[src/rtl/mips_ctrl_pkg.sv]
// Shared opcode, func, ALU and state encodings for the multi-cycle MIPS controller.
// Feature macro used by the controller: MULTICYCLE_ILLEGAL_TRAP_EN.
package mips_ctrl_pkg;

  localparam logic [5:0] OP_R     = 6'd0;
  localparam logic [5:0] OP_J     = 6'd2;
  localparam logic [5:0] OP_JAL   = 6'd3;
  localparam logic [5:0] OP_BEQ   = 6'd4;
  localparam logic [5:0] OP_BNE   = 6'd5;
  localparam logic [5:0] OP_ADDI  = 6'd8;
  localparam logic [5:0] OP_ADDIU = 6'd9;
  localparam logic [5:0] OP_SLTI  = 6'd10;
  localparam logic [5:0] OP_SEQ   = 6'd11;
  localparam logic [5:0] OP_ANDI  = 6'd12;
  localparam logic [5:0] OP_ORI   = 6'd13;
  localparam logic [5:0] OP_XORI  = 6'd14;
  localparam logic [5:0] OP_LUI   = 6'd15;
  localparam logic [5:0] OP_BGT   = 6'd24;
  localparam logic [5:0] OP_BGTE  = 6'd25;
  localparam logic [5:0] OP_BLE   = 6'd26;
  localparam logic [5:0] OP_BLEQ  = 6'd27;
  localparam logic [5:0] OP_BLEU  = 6'd28;
  localparam logic [5:0] OP_BGTU  = 6'd29;
  localparam logic [5:0] OP_LW    = 6'd35;
  localparam logic [5:0] OP_SW    = 6'd43;
  localparam logic [5:0] OP_HALT  = 6'd63;

  localparam logic [5:0] F_SLL   = 6'd0;
  localparam logic [5:0] F_SRL   = 6'd2;
  localparam logic [5:0] F_SRA   = 6'd3;
  localparam logic [5:0] F_SLLV  = 6'd4;
  localparam logic [5:0] F_SRLV  = 6'd6;
  localparam logic [5:0] F_SRAV  = 6'd7;
  localparam logic [5:0] F_JR    = 6'd8;
  localparam logic [5:0] F_MADD  = 6'd28;
  localparam logic [5:0] F_MADDU = 6'd29;
  localparam logic [5:0] F_MUL   = 6'd30;
  localparam logic [5:0] F_ADD   = 6'd32;
  localparam logic [5:0] F_ADDU  = 6'd33;
  localparam logic [5:0] F_SUB   = 6'd34;
  localparam logic [5:0] F_SUBU  = 6'd35;
  localparam logic [5:0] F_AND   = 6'd36;
  localparam logic [5:0] F_OR    = 6'd37;
  localparam logic [5:0] F_XOR   = 6'd38;
  localparam logic [5:0] F_NOR   = 6'd39;
  localparam logic [5:0] F_SLT   = 6'd42;
  localparam logic [5:0] F_SLTU  = 6'd43;

  localparam logic [5:0] ALU_ADD   = 6'd0;
  localparam logic [5:0] ALU_ADDU  = 6'd1;
  localparam logic [5:0] ALU_SUB   = 6'd2;
  localparam logic [5:0] ALU_SUBU  = 6'd3;
  localparam logic [5:0] ALU_AND   = 6'd4;
  localparam logic [5:0] ALU_OR    = 6'd5;
  localparam logic [5:0] ALU_MUL   = 6'd6;
  localparam logic [5:0] ALU_MADD  = 6'd7;
  localparam logic [5:0] ALU_MADDU = 6'd8;
  localparam logic [5:0] ALU_XOR   = 6'd9;
  localparam logic [5:0] ALU_NOR   = 6'd10;
  localparam logic [5:0] ALU_SLT   = 6'd11;
  localparam logic [5:0] ALU_SLTU  = 6'd12;
  localparam logic [5:0] ALU_SLL   = 6'd13;
  localparam logic [5:0] ALU_SRL   = 6'd14;
  localparam logic [5:0] ALU_SLA   = 6'd15;
  localparam logic [5:0] ALU_EQ    = 6'd16;
  localparam logic [5:0] ALU_NE    = 6'd17;
  localparam logic [5:0] ALU_GT    = 6'd18;
  localparam logic [5:0] ALU_GE    = 6'd19;
  localparam logic [5:0] ALU_LEQ   = 6'd20;
  localparam logic [5:0] ALU_LEU   = 6'd21;
  localparam logic [5:0] ALU_GTU   = 6'd22;
  localparam logic [5:0] ALU_LUI   = 6'd23;
  localparam logic [5:0] ALU_JR    = 6'd24;

  localparam logic [1:0] SRC_RT    = 2'd0;
  localparam logic [1:0] SRC_IMM   = 2'd1;
  localparam logic [1:0] SRC_SHAMT = 2'd2;

  localparam logic [1:0] DST_RT = 2'd0;
  localparam logic [1:0] DST_RD = 2'd1;
  localparam logic [1:0] DST_RA = 2'd2;

  localparam logic [1:0] PC_SEQ = 2'd0;
  localparam logic [1:0] PC_BR  = 2'd1;
  localparam logic [1:0] PC_JMP = 2'd2;
  localparam logic [1:0] PC_REG = 2'd3;

  localparam logic [2:0] S_FETCH  = 3'd0;
  localparam logic [2:0] S_DECODE = 3'd1;
  localparam logic [2:0] S_EXEC   = 3'd2;
  localparam logic [2:0] S_MEM    = 3'd3;
  localparam logic [2:0] S_WB     = 3'd4;
  localparam logic [2:0] S_HALT   = 3'd5;

  typedef enum logic [3:0] {
    CL_ALU, CL_MUL, CL_LOAD, CL_STORE, CL_BRANCH,
    CL_JUMP, CL_JAL, CL_JR, CL_HALT, CL_ILL
  } cls_e;

endpackage

[src/rtl/mips_instr_decoder.sv]
// Combinational opcode/func decode into instruction class and datapath selects.
// Unknown opcodes decode to CL_ILL; unknown R-type funcs decode as ADD with illegal set.
module mips_instr_decoder
  import mips_ctrl_pkg::*;
(
  input  logic [5:0] opcode,
  input  logic [5:0] func,
  output cls_e       cls,
  output logic [5:0] alu_op,
  output logic [1:0] alu_src,
  output logic [1:0] reg_dst,
  output logic       illegal
);

  always_comb begin
    cls     = CL_ALU;
    alu_op  = ALU_ADD;
    alu_src = SRC_IMM;
    reg_dst = DST_RT;
    illegal = 1'b0;
    unique case (opcode)
      OP_R: begin
        reg_dst = DST_RD;
        alu_src = SRC_RT;
        case (func)
          F_ADD:   alu_op = ALU_ADD;
          F_ADDU:  alu_op = ALU_ADDU;
          F_SUB:   alu_op = ALU_SUB;
          F_SUBU:  alu_op = ALU_SUBU;
          F_AND:   alu_op = ALU_AND;
          F_OR:    alu_op = ALU_OR;
          F_XOR:   alu_op = ALU_XOR;
          F_NOR:   alu_op = ALU_NOR;
          F_SLT:   alu_op = ALU_SLT;
          F_SLTU:  alu_op = ALU_SLTU;
          F_SLLV:  alu_op = ALU_SLL;
          F_SRLV:  alu_op = ALU_SRL;
          F_SRAV:  alu_op = ALU_SLA;
          F_SLL:   begin alu_op = ALU_SLL; alu_src = SRC_SHAMT; end
          F_SRL:   begin alu_op = ALU_SRL; alu_src = SRC_SHAMT; end
          F_SRA:   begin alu_op = ALU_SLA; alu_src = SRC_SHAMT; end
          F_JR:    begin cls = CL_JR;  alu_op = ALU_JR;    end
          F_MUL:   begin cls = CL_MUL; alu_op = ALU_MUL;   end
          F_MADD:  begin cls = CL_MUL; alu_op = ALU_MADD;  end
          F_MADDU: begin cls = CL_MUL; alu_op = ALU_MADDU; end
          default: illegal = 1'b1;
        endcase
      end
      OP_J:     cls = CL_JUMP;
      OP_JAL:   begin cls = CL_JAL; reg_dst = DST_RA; end
      OP_BEQ:   begin cls = CL_BRANCH; alu_src = SRC_RT; alu_op = ALU_EQ;  end
      OP_BNE:   begin cls = CL_BRANCH; alu_src = SRC_RT; alu_op = ALU_NE;  end
      OP_BGT:   begin cls = CL_BRANCH; alu_src = SRC_RT; alu_op = ALU_GT;  end
      OP_BGTE:  begin cls = CL_BRANCH; alu_src = SRC_RT; alu_op = ALU_GE;  end
      OP_BLE:   begin cls = CL_BRANCH; alu_src = SRC_RT; alu_op = ALU_SLT; end
      OP_BLEQ:  begin cls = CL_BRANCH; alu_src = SRC_RT; alu_op = ALU_LEQ; end
      OP_BLEU:  begin cls = CL_BRANCH; alu_src = SRC_RT; alu_op = ALU_LEU; end
      OP_BGTU:  begin cls = CL_BRANCH; alu_src = SRC_RT; alu_op = ALU_GTU; end
      OP_ADDI:  alu_op = ALU_ADD;
      OP_ADDIU: alu_op = ALU_ADDU;
      OP_SLTI:  alu_op = ALU_SLT;
      OP_SEQ:   alu_op = ALU_EQ;
      OP_ANDI:  alu_op = ALU_AND;
      OP_ORI:   alu_op = ALU_OR;
      OP_XORI:  alu_op = ALU_XOR;
      OP_LUI:   alu_op = ALU_LUI;
      OP_LW:    cls = CL_LOAD;
      OP_SW:    cls = CL_STORE;
      OP_HALT:  cls = CL_HALT;
      default:  begin cls = CL_ILL; illegal = 1'b1; end
    endcase
  end

endmodule

[src/rtl/multicycle_control_fsm.sv]
// Multi-cycle MIPS sequencer: FETCH/DECODE/EXEC/MEM/WB with wait-stated memory.
// Define MULTICYCLE_ILLEGAL_TRAP_EN to halt with illegal=1 on undefined instructions.
module multicycle_control_fsm
  import mips_ctrl_pkg::*;
#(
  parameter int MUL_LATENCY = 3,
  parameter int ALU_CTRL_W  = 6,
  parameter int CNT_W       = 4
) (
  input  logic                  clk,
  input  logic                  rst,
  input  logic [5:0]            opcode,
  input  logic [5:0]            func,
  input  logic                  mem_ready,
  input  logic                  branch_taken,
  output logic [2:0]            state,
  output logic                  pc_write,
  output logic [1:0]            pc_src,
  output logic                  ir_write,
  output logic                  mem_req,
  output logic                  mem_write,
  output logic                  mem_to_reg,
  output logic                  reg_write,
  output logic [1:0]            reg_dst,
  output logic [1:0]            alu_src,
  output logic [ALU_CTRL_W-1:0] alu_control,
  output logic                  done,
  output logic                  illegal
);

`ifdef MULTICYCLE_ILLEGAL_TRAP_EN
  localparam bit TRAP = 1'b1;
`else
  localparam bit TRAP = 1'b0;
`endif

  localparam logic [CNT_W-1:0] CNT_LAST = CNT_W'(MUL_LATENCY - 1);

  logic [2:0]       st_q, st_d;
  logic [CNT_W-1:0] cnt_q, cnt_d;
  cls_e             cls_q, dec_cls;
  logic [5:0]       alu_q, dec_alu;
  logic [1:0]       src_q, dec_src;
  logic [1:0]       dst_q, dec_dst;
  logic             ill_q, dec_ill;
  logic             trap;

  mips_instr_decoder u_dec (
    .opcode  (opcode),
    .func    (func),
    .cls     (dec_cls),
    .alu_op  (dec_alu),
    .alu_src (dec_src),
    .reg_dst (dec_dst),
    .illegal (dec_ill)
  );

  assign trap = TRAP && dec_ill;

  always_comb begin
    st_d  = st_q;
    cnt_d = cnt_q;
    unique case (st_q)
      S_FETCH: if (mem_ready) st_d = S_DECODE;
      S_DECODE: begin
        st_d = S_EXEC;
        if (dec_cls == CL_HALT || trap)
          st_d = S_HALT;
        else if (dec_cls inside {CL_JUMP, CL_JAL, CL_ILL})
          st_d = S_FETCH;
      end
      S_EXEC: begin
        cnt_d = '0;
        if (cls_q == CL_MUL && cnt_q != CNT_LAST) begin
          cnt_d = cnt_q + 1'b1;
        end else if (cls_q inside {CL_BRANCH, CL_JR}) begin
          st_d = S_FETCH;
        end else if (cls_q inside {CL_LOAD, CL_STORE}) begin
          st_d = S_MEM;
        end else begin
          st_d = S_WB;
        end
      end
      S_MEM: if (mem_ready) st_d = (cls_q == CL_STORE) ? S_FETCH : S_WB;
      S_WB:   st_d = S_FETCH;
      S_HALT: st_d = S_HALT;
      default: st_d = S_FETCH;
    endcase
  end

  always_ff @(posedge clk or posedge rst) begin
    if (rst) begin
      st_q  <= S_FETCH;
      cnt_q <= '0;
      cls_q <= CL_ALU;
      alu_q <= '0;
      src_q <= '0;
      dst_q <= '0;
      ill_q <= 1'b0;
    end else begin
      st_q  <= st_d;
      cnt_q <= cnt_d;
      if (st_q == S_DECODE) begin
        cls_q <= dec_cls;
        alu_q <= dec_alu;
        src_q <= dec_src;
        dst_q <= dec_dst;
        ill_q <= trap;
      end
    end
  end

  // Gated by rst so nothing reaches the datapath while reset is held.
  always_comb begin
    state       = '0;
    pc_write    = 1'b0;
    pc_src      = PC_SEQ;
    ir_write    = 1'b0;
    mem_req     = 1'b0;
    mem_write   = 1'b0;
    mem_to_reg  = 1'b0;
    reg_write   = 1'b0;
    reg_dst     = DST_RT;
    alu_src     = SRC_RT;
    alu_control = '0;
    done        = 1'b0;
    illegal     = 1'b0;
    if (!rst) begin
      state   = st_q;
      illegal = ill_q;
      unique case (st_q)
        S_FETCH: begin
          mem_req  = 1'b1;
          ir_write = mem_ready;
          pc_write = mem_ready;
        end
        S_DECODE: begin
          if (dec_cls inside {CL_JUMP, CL_JAL}) begin
            pc_write = 1'b1;
            pc_src   = PC_JMP;
          end
          if (dec_cls == CL_JAL) begin
            reg_write = 1'b1;
            reg_dst   = dec_dst;
          end
        end
        S_EXEC: begin
          alu_control = ALU_CTRL_W'(alu_q);
          alu_src     = src_q;
          if (cls_q == CL_BRANCH) begin
            pc_write = branch_taken;
            pc_src   = PC_BR;
          end else if (cls_q == CL_JR) begin
            pc_write = 1'b1;
            pc_src   = PC_REG;
          end
        end
        S_MEM: begin
          mem_req   = 1'b1;
          mem_write = (cls_q == CL_STORE);
        end
        S_WB: begin
          reg_write  = 1'b1;
          reg_dst    = dst_q;
          mem_to_reg = (cls_q == CL_LOAD);
        end
        S_HALT: done = 1'b1;
        default: ;
      endcase
    end
  end

endmodule

[config.mk]
export PLATFORM = sky130hd
export DESIGN_NAME = multicycle_control_fsm
export DESIGN_NICKNAME = d
export VERILOG_FILES = /design/src/rtl/mips_ctrl_pkg.sv /design/src/rtl/mips_instr_decoder.sv /design/src/rtl/multicycle_control_fsm.sv
export SDC_FILE = /design/constraint.sdc
export NUM_CORES = 1
export LEC_CHECK = 0
export CAP_MARGIN = 20
export CORE_MARGIN = 2
export CORE_UTILIZATION = 45
export DETAILED_ROUTE_END_ITERATION = 8
export DONT_BUFFER_PORTS = 1
export SLEW_MARGIN = 10
export SYNTH_ARGS = -nofsm -noshare
export SYNTH_HDL_FRONTEND = slang
export SYNTH_HIERARCHICAL = 1
export SYNTH_SLANG_ARGS = --single-unit
[constraint.sdc]
create_clock -name clk -period 4.3 [get_ports clk]
set_clock_uncertainty 0.2 [all_clocks]
set_input_delay 0.86 -clock clk [delete_from_list [all_inputs] [get_ports clk]]
set_output_delay 0.86 -clock clk [all_outputs]
set_load 0.02 [all_outputs]
# Yosys cells after proc, flatten, opt, wreduce, memory -nomap -nowiden

Index checks and enable logic that the tools add are counted.
W data, S select, Z words.

Word-level logic and storage cells: 131
Register bits after elaboration: 21
Input port bits: 16
Output and inout port bits: 23

Reductions and logical operators: 19
Equal/unequal tests: 57
Muxes and demuxes: 48
$add $sub $neg: 1

Operators with widths:

| cell                 | count |
|---|---|
| $pmux W6 S14         | 1 |
| $pmux W5 S16         | 1 |
| $eq A6 B6 Y1 const B | 12 |
| $eq A6 B4 Y1 const B | 9 |
| $eq A6 B5 Y1 const B | 9 |
| $pmux W4 S8          | 1 |
| $eq A6 B3 Y1 const B | 5 |
| $eq A6 B2 Y1 const B | 4 |
| $mux W3              | 8 |
| $mux W2              | 10 |
| $eq A4 B3 Y1 const B | 4 |
| $mux W1              | 16 |
| $pmux W2 S2          | 4 |
| $reduce_or A8 Y1     | 2 |
| $pmux W3 S5          | 1 |
| $logic_not A6 Y1     | 2 |
| $mux W6              | 2 |
| $reduce_or A2 Y1     | 6 |
| $eq A4 B2 Y1 const B | 2 |
| $eq A4 B4 Y1 const B | 2 |
| $eq A3 B2 Y1 const B | 2 |
| $eq A3 B3 Y1 const B | 2 |
| $ne A2 B2 Y1 const B | 3 |
| $pmux W3 S2          | 1 |
| other kinds (13)     | 16 |

# Longest topological paths before layout

Gate-level depths: netlist (run 1).

Depth in word-level cells: 9
Gate-level depth with buffers: 10
Gate-level depth less buffers: 8

# By module

Netlist (run 1), hierarchy kept.

Modules (own cells, without submodules):

| module                 | area each (um2) | times used | sequential area each (um2) | cells each |
|---|---|---|---|---|
| multicycle_control_fsm | 1335.0          | 1          | 525.5                      | 135 |
| mips_instr_decoder     | 815.8           | 1          | 0.0                        | 133 |

# Worst setup path before layout (run 1)

OpenSTA, ideal clock, no wires.

Kind: input -> output
Start: input opcode[1]
End: output reg_dst[0]
Required time: 3240 ps
Arrival: 2770 ps
Stages: 9
Slack: 470 ps
Cells stage by stage: buf_2 or3_1 o41a_1 o21ai_1 and2_1 nand4b_1 nor2_1 a32oi_1 nor3_1

Longest elaborated chain between the ends: 7
Elaborated cells between the ends (all ways): 30
Classes of those cells: eq/ne: 22; mux: 5; reduce/logical: 3

Ends and longest elaborated chain:

| item                                 | RTL line                      | RTL |
|---|---|---|
| start, declared                      | multicycle_control_fsm.sv:12  | `input logic [5:0] opcode,` |
| $eq A6 B4 Y1 (tied with other cells) | n/a                           |  |
| $reduce_or A8 Y1 (no line)           | n/a                           |  |
| $pmux W4 S8 *                        | mips_instr_decoder.sv:21      | `unique case (opcode)` |
| net dec_cls[1]                       | multicycle_control_fsm.sv:41  | `cls_e cls_q, dec_cls;` |
| $eq A4 B3 Y1 *                       | multicycle_control_fsm.sv:142 | `if (dec_cls == CL_JAL) begin` |
| $mux W2 *                            | multicycle_control_fsm.sv:142 |  |
| $pmux W2 S2 *                        | multicycle_control_fsm.sv:131 | `unique case (st_q)` |
| $mux W2 *                            | multicycle_control_fsm.sv:128 | `if (!rst) begin` |
| end, declared                        | multicycle_control_fsm.sv:24  | `output logic [1:0] reg_dst,` |

The timed path passes the listed nets; every way through them passes the cells marked *.

# Worst setup path in the final report (run 1)

Start: input func[1]
End: output pc_src[1]

Longest elaborated chain between the ends: 9
Elaborated cells between the ends (all ways): 13
Classes of those cells: eq/ne: 6; mux: 5; reduce/logical: 2

Ends and longest elaborated chain:

| item                                   | RTL line                      | RTL |
|---|---|---|
| start, declared                        | multicycle_control_fsm.sv:13  | `input logic [5:0] func,` |
| $eq A6 B5 Y1, on equally long branches | n/a                           |  |
| $reduce_or A3 Y1 (no line)             | n/a                           |  |
| $pmux W3 S2 *                          | mips_instr_decoder.sv:25      | `case (func)` |
| $pmux W4 S8 *                          | mips_instr_decoder.sv:21      |  |
| net dec_cls[1]                         | multicycle_control_fsm.sv:41  |  |
| $eq A4 B3 Y1                           | multicycle_control_fsm.sv:138 | `if (dec_cls inside {CL_JUMP, CL_JAL}) begin` |
| $reduce_bool A2 Y1 *                   | multicycle_control_fsm.sv:138 |  |
| $mux W2 *                              | multicycle_control_fsm.sv:138 |  |
| $pmux W2 S2 *                          | multicycle_control_fsm.sv:131 |  |
| $mux W2 *                              | multicycle_control_fsm.sv:128 |  |
| end, declared                          | multicycle_control_fsm.sv:18  | `output logic [1:0] pc_src,` |

Marks and branches as above.

==> results.yml, run 1 <==
status:
  status: "finished clean"
yosys:
  syn-cell-area_sq_um: 2100
  yosysWarnings: 6
  syn_nets: 279
  syn_inst: 261
  synth.avg_cell_area_sq_um: 8.03
min_path:
  hp-class: "reg2reg"
worst_setup_path:
  slowest_stage: "nor3b_1"
  path_max_fanout: 15
  crit_type: "in2out"
  max_stage_delay_ns: 0.41
  critical_path_arrival_ns: 2.88
  critPathRequiredTime_ns: 3.24
  crit_path_cell_trace: "or3_1 > o41a_1 > o21ai_1 > and2_1 > xnor2_1 > nor3b_1 > a21oi_1 > nor2_1"
  critPathLaunchType: "input port"
  critPathTopFamily: "simple AND/OR/NAND/NOR gates"
  end_kind: "output port"
  ff2ff_setup_slack_ns: 2.28
  worst-path-buf-inv: 0
cells_and_area:
  seq_area_sq_um: 526
  area_delta_synth_final_pct: 0.119
  fillers: 453
  nNetsFinal: 264
  final_area_sq_um: 2100
  antennaDiodeCount: 0
  multiInputGateArea_sq_um: 1400
  layout_commonest_cell: "nor2_1"
  final_core_util_pct: 47.5
  final_cell_mix: "24 x nor2_1, 21 x dfrtp_1, 20 x nand2_1"
  drive_gt1_share_pct: 13.9
timing:
  drv_slew: 0
  finalSetupTns_ns: 0
  grt_setup_unrepaired: "no"
  fin_crit_sh_pct: 91.6
  finalCriticalPeriod_ns: 3.94
  max_clock_freq_mhz: 254
  slew_headroom_pct: 39.3
  finalSetupViolations: 0
  finalHoldViolations: 0
  worstMarginPinSlew_ns: 0.902
drt:
  drt-met1-wl_microns: 2300
  wl_met3_microns: 259
  antenna_left: 0
  vias_per_cell: 6.21
  dr_wl_met2_microns: 2130
  drt-total-wl_microns: 4730
  vias: 1844
  avgRoutedWirePerCell_microns: 15.9
  drt_iter0_markers: 192
  drc: 0
  highest_layer: "met4"
  dr.pass1.iters: 4
global_route:
  grt_first_pass_wirelength_microns: 8170
  grt_antenna_before_repair: 0
  groute.usage.overall_pct: 19.4
  grt.overflow.total: 0
  grt_max_degree: 22
  grt_pass1_vias: 1684
clock_network:
  clkLatencyLatePin_ns: 0.26
  post_cts_resized: 0
  cts_buffers: 3
  clock_path_buffers: 2
  cts_tree: "yes"
  cts_hold_buf: 0
  clkSinkCount: 21
  path_clk_slew_ns: 0.07
  htree_levels: 1
  clockRootBuffer: "clkbuf_8"
  post_cts_buffers: 0
pwr:
  p_switching_mw: 0.354
  cellLeakagePower_nw: 0.845
  ir_worst_vdd_mv: 0.206
  clockPowerShare_pct: 14.9
  p_int_mw: 0.511
  power_per_cell_area_nw_per_um2: 412
  switching_share_pct: 41.0
  pwr-share-comb_pct: 44.3
  pwr-share-seq_pct: 40.8
floorplan:
  die_w_microns: 72.2
  io_pins: 39
  die_area_sq_um: 5220
  die_h_microns: 72.2
  coreArea_sq_um: 4410
  rows: 24
  start_util_pct: 47.5
job:
  drv_cap: 0
place:
  io_buffers: 0
  post-dp-hpwl_microns: 3430
  gp_congestion: 0.858
  place_area_sq_um: 2050
## power groups by stage
stage | Combinational [mW] | Sequential (mW) | Clock, mW
after CTS | 0.387 | 0.351 | 0.134
after global placement | 0.382 | 0.354 | 0
after global routing | 0.428 | 0.371 | 0.144
after detailed placement | 0.387 | 0.355 | 0
final | 0.383 | 0.353 | 0.129
after floorplan | 0.408 | 0.304 | 0
## final timing paths
kind	to	startpoint	cells after the start
setup / recovery	pc_src[1]	func[1]	8
hold / removal	cnt_q[3]	cnt_q[3]	1
setup reg to reg	cls_q[1]	st_q[0]	4
hold reg to reg	cnt_q[3]	cnt_q[3]	1
max in group asynchronous	cls_q[1]	rst	1
min in group asynchronous	st_q[0]	rst	1
## sequential cells by signal, summed over array words and instances (netlist names)
register / cells
dst_q: 2
st_q: 3
cnt_q: 4
cls_q: 4
alu_q: 6
src_q: 2
## layout make-up
class | instances | share of cell area [%]
Timing Repair Buffer | 4 | 1.43
Inverter | 10 | 1.79
Clock buffer | 4 | 2.15
Multi-Input combinational cell | 206 | 66.5
Tap cell | 52 | 3.10
Sequential cell | 21 | 25.0
## routing by layer
metal / GRT usage, % / vias to the layer above
met2: 28.2 / 43
met1: 28.7 / 878
met3: 4.31 / 5
met5: 0 / -
met4: 5.66 / 0
li1: - / 918
## metrics by stage
step,power [mW],hold WS [ns],worst slack [ns],instances
floorplan,0.712,0.258,0.471,261
global placement,0.736,0.282,0.405,293
finish,0.865,0.297,0.360,297
CTS,0.871,0.300,0.353,297
global route,0.943,0.328,0.208,297
detailed placement,0.741,0.287,0.374,293
## worst register-to-register path: stages (launching register included)
cell	delay, ns
dfrtp_1	0.65
and2b_1	0.26
and2_1	0.18
buf_4	0.26
mux2_2	0.37
Power figures use the tool's default switching activity.
==> inputs of run 2 (changes only) <==
Settings changed: CORE_ASPECT_RATIO from default to 1.1, GPL_ROUTABILITY_DRIVEN from default to 0, GPL_TIMING_DRIVEN from default to 0.
==> results.yml, run 2 (synthesized netlist as in run 1, its figures left out) <==
status:
  status: "finished clean"
drt:
  avgRoutedWirePerCell_microns: 15.8
  drt_iter0_markers: 62
  dr.pass1.iters: 4
  antenna_left: 0
  drc: 0
  vias: 1931
  vias_per_cell: 6.02
  drt-total-wl_microns: 5060
worst_setup_path:
  ff2ff_setup_slack_ns: 2.49
  critical_path_arrival_ns: 3.07
  r2r_end: "src_q[1]"
  slowest_stage: "nor3_1"
  worst-path-buf-inv: 1
  crit_path_cell_trace: "buf_2 > or3_1 > o41a_1 > o21ai_1 > and2_1 > nand4b_1 > nor2_1 > a21oi_1 > nor3_1"
  r2r-start: "st_q[0]"
  rr_worst_depth: 5
  crit_type: "in2out"
  end_kind: "output port"
  max_stage_delay_ns: 0.53
  critPathLaunchType: "input port"
  critPathRequiredTime_ns: 3.24
  path_max_fanout: 10
  critPathTopFamily: "simple AND/OR/NAND/NOR gates"
floorplan:
  die_h_microns: 75.6
  start_util_pct: 46.0
  coreArea_sq_um: 4550
  io_pins: 39
  die_area_sq_um: 5220
  die_w_microns: 69.1
  rows: 26
cells_and_area:
  regMostFlops: "alu_q"
  final_area_sq_um: 2230
  layout_commonest_cell: "nor2_1"
  largest_register_ffs: 6
  nNetsFinal: 284
  final_core_util_pct: 48.9
  final_cell_mix: "24 x nor2_1, 21 x dfrtp_1, 20 x nand2_1"
  drive_gt1_share_pct: 17.0
  largest_registers: "alu_q: 6 flops, cls_q: 4 flops, cnt_q: 4 flops"
  antennaDiodeCount: 0
  area_delta_synth_final_pct: 6.21
pwr:
  pwr-share-comb_pct: 52.0
  switching_share_pct: 41.5
  clockPowerShare_pct: 14.1
  pwr-share-seq_pct: 33.9
  p_int_mw: 0.544
  cellLeakagePower_nw: 0.902
  ir_worst_vdd_mv: 0.158
  power_per_cell_area_nw_per_um2: 418
  p_switching_mw: 0.386
timing:
  max_clock_freq_mhz: 242
  fin_crit_sh_pct: 95.9
  slew_headroom_pct: 39.7
  finalSetupTns_ns: 0
  finalCriticalPeriod_ns: 4.13
  finalHoldViolations: 0
  worstMarginPinSlew_ns: 0.896
  grt_setup_unrepaired: "no"
  finalSetupViolations: 0
  drv_slew: 0
  setup_slack_ns: 0.175
global_route:
  grt.overflow.total: 0
  grt_max_degree: 22
  grt_pass1_vias: 1742
  grt_first_pass_wirelength_microns: 8460
  grt_antenna_before_repair: 0
  groute.usage.overall_pct: 19.8
clock_network:
  cts_buffers: 3
  clkLatencyLatePin_ns: 0.27
  path_clk_slew_ns: 0.07
  clkSinkCount: 21
  post_cts_buffers: 0
  cts_hold_buf: 0
  clockRootBuffer: "clkbuf_8"
  clock_path_buffers: 2
  htree_levels: 1
  cts_tree: "yes"
min_path:
  hp-class: "reg2reg"
  min-delay-start: "alu_q[2]"
  worstHoldPathCells: 1
  hold_end: "alu_q[2]"
place:
  post-dp-hpwl_microns: 3860
  place_area_sq_um: 2170
  io_buffers: 0
  place_ws_ns: 0.144
job:
  drv_cap: 0
[run 2: metal layers]
| metal | wire length, microns | global-route usage, % |
|---|---|---|
| met1 | 2270 | 26.3 |
| met2 | 2460 | 34.2 |
| met3 | 235 | 2.51 |
| met4 | 91 | 6.54 |
| met5 | 0 | 0 |
[run 2: area by class of cell]
| class | count | area (sq um) |
|---|---|---|
| well taps | 56 | 70.1 |
| fillers | 465 | 2330 |
| plain buffers | 24 | 138 |
| multi-input cells | 206 | 1410 |
| clock buffers | 4 | 45.0 |
| inverters | 10 | 37.5 |
| flip-flops and latches | 21 | 526 |
[run 2: per-stage QoR]
stage	hold WS (ns)	power (mW)	cells
after floorplan	0.258	0.712	261
after global placement	0.283	0.798	317
after detailed placement	0.289	0.805	317
after CTS	0.304	0.938	321
after global routing	0.318	1.00	321
final	0.302	0.929	321
[run 2: power groups by stage]
stage	Clock [mW]	Sequential, mW	Combinational [mW]
2_1_floorplan	0	0.304	0.408
3_3_place_gp	0	0.319	0.480
3_5_place_dp	0	0.320	0.485
4_1_cts	0.136	0.316	0.486
5_1_grt	0.143	0.325	0.537
6_report	0.131	0.315	0.483
[run 2: how the worst max path moves through the flow]
stage                 endpoint  startpoint  cells past startpoint
floorplan           reg_dst[0]   opcode[1]                      9
global placement    reg_dst[1]   opcode[1]                      9
detailed placement  reg_dst[1]   opcode[1]                      9
CTS                 reg_dst[1]   opcode[1]                      9
global route         reg_write   opcode[2]                      8
finish               reg_write   opcode[1]                      9
[run 2: timing repair]
action / in CTS / in global routing
resized for setup: 0 / 3
endpoints found under the setup margin: 0 / 3
hold endpoints to repair: 0 / 0
==> inputs of run 3 (changes only) <==
Settings changed: SYNTH_HIERARCHICAL 1 to default.
==> results.yml, run 3 <==
status:
  status: "finished clean"
drt:
  dr.pass1.iters: 4
  drt-total-wl_microns: 4800
  antenna_left: 0
  drt_iter0_markers: 121
  vias_per_cell: 5.94
  vias: 1907
  wl_met3_microns: 224
  dr_wl_met2_microns: 2370
  drt-met1-wl_microns: 2130
  highest_layer: "met4"
  drc: 0
  avgRoutedWirePerCell_microns: 15.0
timing:
  slew_headroom_pct: 33.0
  finalHoldViolations: 0
  finalCriticalPeriod_ns: 3.60
  fin_crit_sh_pct: 83.7
  grt_setup_unrepaired: "no"
  worstMarginPinSlew_ns: 0.992
  finalSetupTns_ns: 0
  max_clock_freq_mhz: 278
  drv_slew: 0
  finalSetupViolations: 0
clock_network:
  path_clk_slew_ns: 0.08
  post_cts_buffers: 0
  cts_buffers: 3
  clkSinkCount: 20
  post_cts_resized: 0
  cts_hold_buf: 0
  cts_tree: "yes"
  clockRootBuffer: "clkbuf_8"
  clkLatencyLatePin_ns: 0.26
  clock_path_buffers: 2
  htree_levels: 1
global_route:
  grt_antenna_before_repair: 0
  grt_max_degree: 21
  grt_first_pass_wirelength_microns: 7980
  grt_pass1_vias: 1690
  grt.overflow.total: 0
  groute.usage.overall_pct: 21.6
yosys:
  yosys-top-cells-area: "dfrtp_1 27%, nand2_1 7.2%, a21oi_1 4.8%"
  ys_top_cells_by_count: "36 x nand2_1, 22 x clkbuf_1, 20 x dfrtp_1, 20 x nor2_1, 18 x a21oi_1"
  yosysUniqueCellTypes: 55
  syn-cell-area_sq_um: 1870
  synth.most_common_cell: "nand2_1"
  async_flop_share_pct: 100
  ys.flop_type: "dfrtp_1"
  yosysSeqAreaShare_pct: 26.8
  synth_seq_cells: 20
  syn_inst: 264
  yosysWarnings: 0
  synth_edf_count: 0
  synth_top_cell_by_area: "dfrtp_1"
  synth.top_cell.area_share_pct: 26.8
  synth.avg_cell_area_sq_um: 7.08
worst_setup_path:
  critPathTopFamily: "simple AND/OR/NAND/NOR gates"
  crit_path_end: "reg_dst[1]"
  slowest_stage: "nor4_2"
  path_max_fanout: 10
  crit_type: "in2out"
  crit_path_cell_trace: "clkbuf_1 > nor4_2 > nand3_1 > or3_1 > a21oi_1"
  rr_worst_depth: 5
  r2r_end: "st_q[2]"
  critical_path_arrival_ns: 2.54
  max_stage_delay_ns: 0.53
  path_depth: 5
  critPathRequiredTime_ns: 3.24
  end_kind: "output port"
  critPathLaunchType: "input port"
  setup.worst_path.start: "opcode[2]"
  ff2ff_setup_slack_ns: 2.04
  worst-path-buf-inv: 1
  r2r-start: "st_q[0]"
cells_and_area:
  multiInputGateArea_sq_um: 1220
  drive_gt1_share_pct: 5.58
  nNetsFinal: 288
  regMostFlops: "alu_q"
  final_core_util_pct: 50.7
  largest_registers: "alu_q: 5 flops, cls_q: 4 flops, cnt_q: 4 flops"
  area_delta_synth_final_pct: 7.50
  largest_register_ffs: 5
  layout_commonest_cell: "nand2_1"
  final_cell_mix: "36 x nand2_1, 22 x clkbuf_1, 20 x nor2_1, 20 x dfrtp_1, 18 x a21oi_1"
  fillers: 427
  antennaDiodeCount: 0
  seq_area_sq_um: 500
pwr:
  pwr-share-comb_pct: 45.7
  p_int_mw: 0.512
  p_switching_mw: 0.376
  cellLeakagePower_nw: 0.798
  ir_worst_vdd_mv: 0.130
  pwr-share-seq_pct: 33.1
  clockPowerShare_pct: 21.2
  power_per_cell_area_nw_per_um2: 442
  switching_share_pct: 42.3
place:
  post-dp-hpwl_microns: 3620
  io_buffers: 0
floorplan:
  coreArea_sq_um: 3960
  start_util_pct: 47.1
  io_pins: 39
  die_w_microns: 65.4
  rows: 24
  die_h_microns: 71.6
  die_area_sq_um: 4680
job:
  drv_cap: 0
min_path:
  hp-class: "reg2reg"
run 3: routing by layer:
layer	global-route usage [%]	vias to the layer above
li1	-	963
met1	28.2	887
met2	36.5	52
met3	2.35	5
met4	8.80	0
met5	0	-
run 3: per-stage QoR:
| stage | area (sq um) | power, mW | hold slack, ns | std cells | worst slack [ns] |
|---|---|---|---|---|---|
| floorplan | 1870 | 0.612 | 0.237 | 265 | 0.981 |
| global placement | 1940 | 0.699 | 0.257 | 317 | 0.672 |
| detailed placement | 1940 | 0.700 | 0.264 | 317 | 0.694 |
| CTS | 2010 | 0.893 | 0.277 | 321 | 0.691 |
| global route | 2010 | 0.964 | 0.296 | 321 | 0.534 |
| finish | 2010 | 0.887 | 0.272 | 321 | 0.702 |
run 3: area by class of cell:
class                           count  area share, %
Clock buffer                        3           2.06
Buffer                             25           5.11
Clock inverter                      1           1.50
Inverter                           14           2.62
Multi-Input combinational cell    206           60.6
Sequential cell                    20           24.9
Tap cell                           52           3.24
run 3: cell families after synthesis:
| family | count (synthesis) | share of synthesized area [%] |
|---|---|---|
| compound gates | 80 | 28.6 |
| xor+xnor | 2 | 0.938 |
| fa+ha+maj | 3 | 1.88 |
| buf+inv | 39 | 8.30 |
| flops | 20 | 26.8 |
| mux | 3 | 1.61 |
| other cells | 1 | 0.201 |
| simple gates | 116 | 31.7 |
run 3: how the worst min path moves through the flow:
stage,from,to,slack (ns),cells after the start
5_1_grt,cnt_q[3],cnt_q[3],0.30,1
3_3_place_gp,cnt_q[3],cnt_q[3],0.26,1
6_report,cnt_q[3],cnt_q[3],0.27,1
4_1_cts,cnt_q[3],cnt_q[3],0.28,1
3_5_place_dp,src_q[0],src_q[0],0.26,2
2_1_floorplan,cnt_q[3],cnt_q[3],0.24,1
run 3: worst register-to-register path: stages (launching register included):
cell     delay, ns
dfrtp_1       0.48
or3b_1        0.37
buf_2         0.17
or4_4         0.55
nor4_2        0.23
o31a_1        0.19
run 3: power groups by stage:
stage | Clock, mW | Sequential (mW) | Combinational [mW]
final | 0.188 | 0.293 | 0.405
after detailed placement | 0 | 0.297 | 0.403
after CTS | 0.193 | 0.294 | 0.405
after global placement | 0 | 0.296 | 0.402
after global routing | 0.201 | 0.303 | 0.460
after floorplan | 0 | 0.282 | 0.330
==> patch 1, RTL diff (config.mk and constraints of run 1) <==
The option `MULTICYCLE_ILLEGAL_TRAP_EN` is turned on by a define.
--- a/src/rtl/multicycle_control_fsm.sv
+++ b/src/rtl/multicycle_control_fsm.sv
@@ -1,4 +1,6 @@
 // Multi-cycle MIPS sequencer: FETCH/DECODE/EXEC/MEM/WB with wait-stated memory.
 // Define MULTICYCLE_ILLEGAL_TRAP_EN to halt with illegal=1 on undefined instructions.
+`define MULTICYCLE_ILLEGAL_TRAP_EN
+
 module multicycle_control_fsm
   import mips_ctrl_pkg::*;
Behaviour: not the same (Yosys sat finds a counterexample within 4 cycles, from zero or initial values and one cycle with rst high).
==> patch 1 against run 1 <==
  * Area after synthesis up 3.6%
  * Sequential cell count up 1
  * Combinational power down 8.9%
  * Critical path depth unchanged
  * Worst setup slack worse by 24 ps
  * Wire length up 15%
  * Power down 4.4%
  * Synthesized cell count up 5.0%
  * Critical path type unchanged
  * Largest power group is now registers
  * Maximum frequency down 0.60%
  * Highest routed layer unchanged
  * Design area up 6.3%
==> patch 1: results (changes against run 1) <==
LEAKAGE 0.917 nW (was 0.845 nW); Clock power frac 14.8%; Switch Pwr 0.342 mW (was 0.354 mW); first-pass GRT wire length 8880 um (was 8170 um); initial DRC count 112 (was 192); Layout fillers 480 (was 453); Gate Count Post-Synth 274 (was 261); worst r2r src st_q[0] (unchanged); drt wl/cell 17.2 um (was 15.9 um); sequential share of the synthesized area 25.4%; root buffer cell clkbuf_8 (unchanged); post-CTS setup buffers 0 (unchanged); number of global-route vias before repair 1828 (was 1684); post-DP HPWL 3900 um (was 3430 um); Post-Syn Nets 292 (was 279); Port Buffer Count 0 (unchanged); Arrival @ worst endpoint 2900 ps (was 2880 ps); post-cts sizing count 0 (unchanged); Worst setup startpoint func[1] (unchanged); RePlAce Congestion 0.903 (was 0.858); DR vias/cell 6.36 (was 6.21); H-tree depth 1 (unchanged); placed standard-cell area 2190 um2 (was 2050 um2); Worst Setup EP pc_src[1] (unchanged); asr flop ratio synth 100%; hold_buf cts 0 (unchanged); outcome finished clean (unchanged); clk_lat worst skew 250 ps; maximum clock path buffer count 2 (unchanged); nets 281 (was 264); Inst Count DP 312 (was 293); GRT Overall Usage 20.6% (was 19.4%); CP max stage cell a21oi_1 (was nor3b_1); initial antenna violation count 0 (unchanged); clock slew at reported path FFs 70 ps (about the same); EDFF count, synth 0; biggest regs alu_q x6, cls_q x4, cnt_q x4 (unchanged); Crit path largest cell delay 430 ps (was 410 ps); number of cells on the worst reg-to-reg path 4 (unchanged); worst vdd ir 0.000283 V (was 0.000206 V); DRT Wirelength 5420 um (was 4730 um); Hold Crit Class flip-flop to flip-flop (unchanged); worst slew pin tran 942 ps (was 902 ps); layout cells sized above 1 8.43% (was 13.9%); Reg power frac 43.1% (was 40.8%); drt pass-1 iters 4 (unchanged); Warnings, synthesis 6 (unchanged); Register-to-Register Setup Slack 2090 ps (was 2280 ps); top cells by area, synth dfrtp_1 25%, mux2_1 7.8%, and3_1 4.6%; largest net degree at the start of global routing 23 (was 22); reg2reg end ill_q (was cls_q[1]); area leader, netlist dfrtp_1; commonest cells in the netlist 24 x nor2_1, 22 x dfrtp_1, 19 x nand2_1, 16 x and3_1; worst-path fanout max 17 (was 15); Unique masters post-synth 62
## patch 1: stage by stage
stage	utilization (%)	setup slack [ps]	hold WS (ps)	total power [mW]
after floorplan	-	304	249	0.643
after global placement	46.6	381	261	0.700
after detailed placement	46.6	349	268	0.705
after CTS	47.5	339	285	0.832
after global routing	47.5	135	311	0.892
final	47.5	336	279	0.827
## patch 1: cell type report
class / count / area share (%)
Multi-Input combinational cell: 219 / 66.2
Sequential cell: 22 / 24.7
Inverter: 9 / 1.52
Timing Repair Buffer: 8 / 2.69
Tap cell: 54 / 3.03
Clock buffer: 3 / 1.85
## patch 1: worst min-delay path by stage
stage / startpoint / end / slack [ps] / depth (start not counted)
2_1_floorplan: alu_q[0] / alu_q[0] / 250 / 1
3_3_place_gp: ill_q / ill_q / 260 / 1
3_5_place_dp: src_q[1] / src_q[1] / 270 / 1
4_1_cts: src_q[1] / src_q[1] / 280 / 1
5_1_grt: alu_q[3] / alu_q[3] / 310 / 1
6_report: alu_q[3] / alu_q[3] / 280 / 1
## patch 1: per-layer routing
| metal | GRT usage (%) | wire length, um | vias to the layer above |
|---|---|---|---|
| li1 | - | - | 992 |
| met1 | 30.8 | 2710 | 965 |
| met2 | 30.7 | 2400 | 39 |
| met3 | 3.57 | 230 | 8 |
| met4 | 5.25 | 83 | 0 |
| met5 | 0 | 0 | - |
## patch 1: cell families after synthesis
kind of cell / after synthesis / share of synthesized area, %
buffers and inverters: 33 / 6.63
adders and majority gates: 2 / 1.15
muxes: 16 / 8.24
AOI/OAI and AO/OA: 71 / 23.4
xor gates and xnor gates: 4 / 1.61
other: 1 / 0.173
DFF: 22 / 25.4
and+or+nand+nor: 125 / 33.4
## patch 1: critical path, delay by kind of cell
family / cells / cell delay (ps)
compound gates: 3 / 920
xor+xnor: 1 / 90
simple gates: 4 / 1030
==> patch 2, RTL diff (flow settings as in run 1) <==
Made on the original files. Reset style: synchronous (`rst`), changed in one clocked block.
--- a/src/rtl/multicycle_control_fsm.sv
+++ b/src/rtl/multicycle_control_fsm.sv
@@ -89,5 +89,5 @@
   end
 
-  always_ff @(posedge clk or posedge rst) begin
+  always_ff @(posedge clk) begin
     if (rst) begin
       st_q  <= S_FETCH;
Behaviour: same outputs for any inputs over 10 cycles, from zero or initial values and one cycle with rst high; that may be too few to reach the edited logic, so the function may still have changed.
==> patch 2 against run 1 <==
  * Area after synthesis is 0.12% higher
  * Count of clock-buffer cells in the layout is 1 lower
  * Wire length is 15% higher
  * Sequential cell count stayed put
  * Hold slack worse by 50 ps
  * Worst setup slack worse by 150 ps
  * Design area is 0.72% higher
  * Maximum frequency is 3.8% lower
  * Critical path type unchanged
Power is not compared: it rests on default switching activity, and its combinational part moved more than twofold at a synthesized area within 25%.
==> patch 2: results (changes against run 1) <==
biggest regs alu_q x6, cls_q x4, cnt_q x4 (unchanged); largest net degree at the start of global routing 31 (was 22); post-cts sizing count 0 (unchanged); met2 Usage GRT 32.8% (was 28.2%); grt met1 use 32.7% (was 28.7%); GRT Overall Usage 21.9% (was 19.4%); Warnings, synthesis 6 (unchanged); Layout fillers 470 (was 453); final setup vio count 0 (unchanged); reg2reg end st_q[1] (was cls_q[1]); worst r2r src st_q[2] (was st_q[0]); Min Hold Slack 247 ps (was 297 ps); H-tree depth 1 (unchanged); worst vdd ir 0.000182 V; maximum clock path buffer count 2 (unchanged); initial antenna violation count 0 (unchanged); met3 usage in global routing 5.14% (was 4.31%); Post-Layout Cell Count 334 (was 297); nets 301 (was 264); Max-slew headroom 49.8% (was 39.3%); number of global-route vias before repair 1947 (was 1684); Post-Syn Nets 320 (was 279); RePlAce Congestion 0.862 (was 0.858); first-pass GRT wire length 9350 um (was 8170 um); Register-to-Register Setup Slack 2120 ps (was 2280 ps); cts bufs inserted 3 (unchanged); Avg Cell Area, Syn 6.95 um2 (was 8.03 um2); Worst Hold End alu_q[5] (was cnt_q[3]); outcome finished clean (unchanged); LEAKAGE 0.699 nW; Arrival @ worst endpoint 3030 ps (was 2880 ps); root buffer cell clkbuf_8 (unchanged); post-DP HPWL 3870 um (was 3430 um); initial DRC count 213 (was 192); DR vias/cell 6.17 (was 6.21); hold path cells 2 (was 1); worst-path fanout max 15 (unchanged); drt wl/cell 16.3 um (was 15.9 um); startpoint of the lowest-slack hold path alu_q[5] (was cnt_q[3]); post-CTS setup buffers 0 (unchanged); clk_lat worst skew 260 ps (about the same); layout cells sized above 1 7.80% (was 13.9%)
==> patch 2: metal layers <==
layer	part of all wire [%]	wire length [um]	vias to the layer above
li1	-	-	1048
met1	48	2600	938
met2	43	2350	73
met3	8.5	463	2
met4	0.28	15	0
met5	0	0	-
==> patch 2: cell type report <==
class	instances	area share [%]
multi-input cells	243	71.7
flip-flops and latches	21	19.9
well taps	52	3.08
clock buffers	3	1.95
inverters	11	1.95
repair buffers	3	1.07
clock inverters	1	0.355
==> patch 2: how the worst max path moves through the flow <==
stage,cells after the start,endpoint,start
floorplan,9,reg_dst[0],opcode[1]
global placement,8,reg_dst[1],func[1]
detailed placement,8,reg_dst[1],func[1]
CTS,8,reg_dst[1],func[1]
global route,8,reg_write,func[1]
finish,8,reg_dst[1],func[1]
==> patch 2: report_power, final <==
| part | switching, mW | leakage, nW | internal [mW] |
|---|---|---|---|
| clock network | 0.0718 | 0.0217 | 0.0655 |
| logic | 0.0895 | 0.507 | 0.0604 |
| registers | 0.0241 | 0.170 | 0.205 |
| total | 0.185 | 0.699 | 0.331 |
==> patch 2: critical path, cell delays in order <==
cell      delay [ps]
or3_1            410
o41a_1           380
o21ai_1          130
and2_1           250
nor4bb_1         360
and2_1           220
a32oi_1           60
nor2_1           370
==> patch 2: metrics by stage <==
step                utilization (%)  area, um2  setup WS (ps)
floorplan                         -       2100            442
global placement               46.8       2060            321
detailed placement             46.8       2060            215
CTS                            47.9       2110            207
global route                   47.9       2110           8.13
finish                         47.9       2110            205
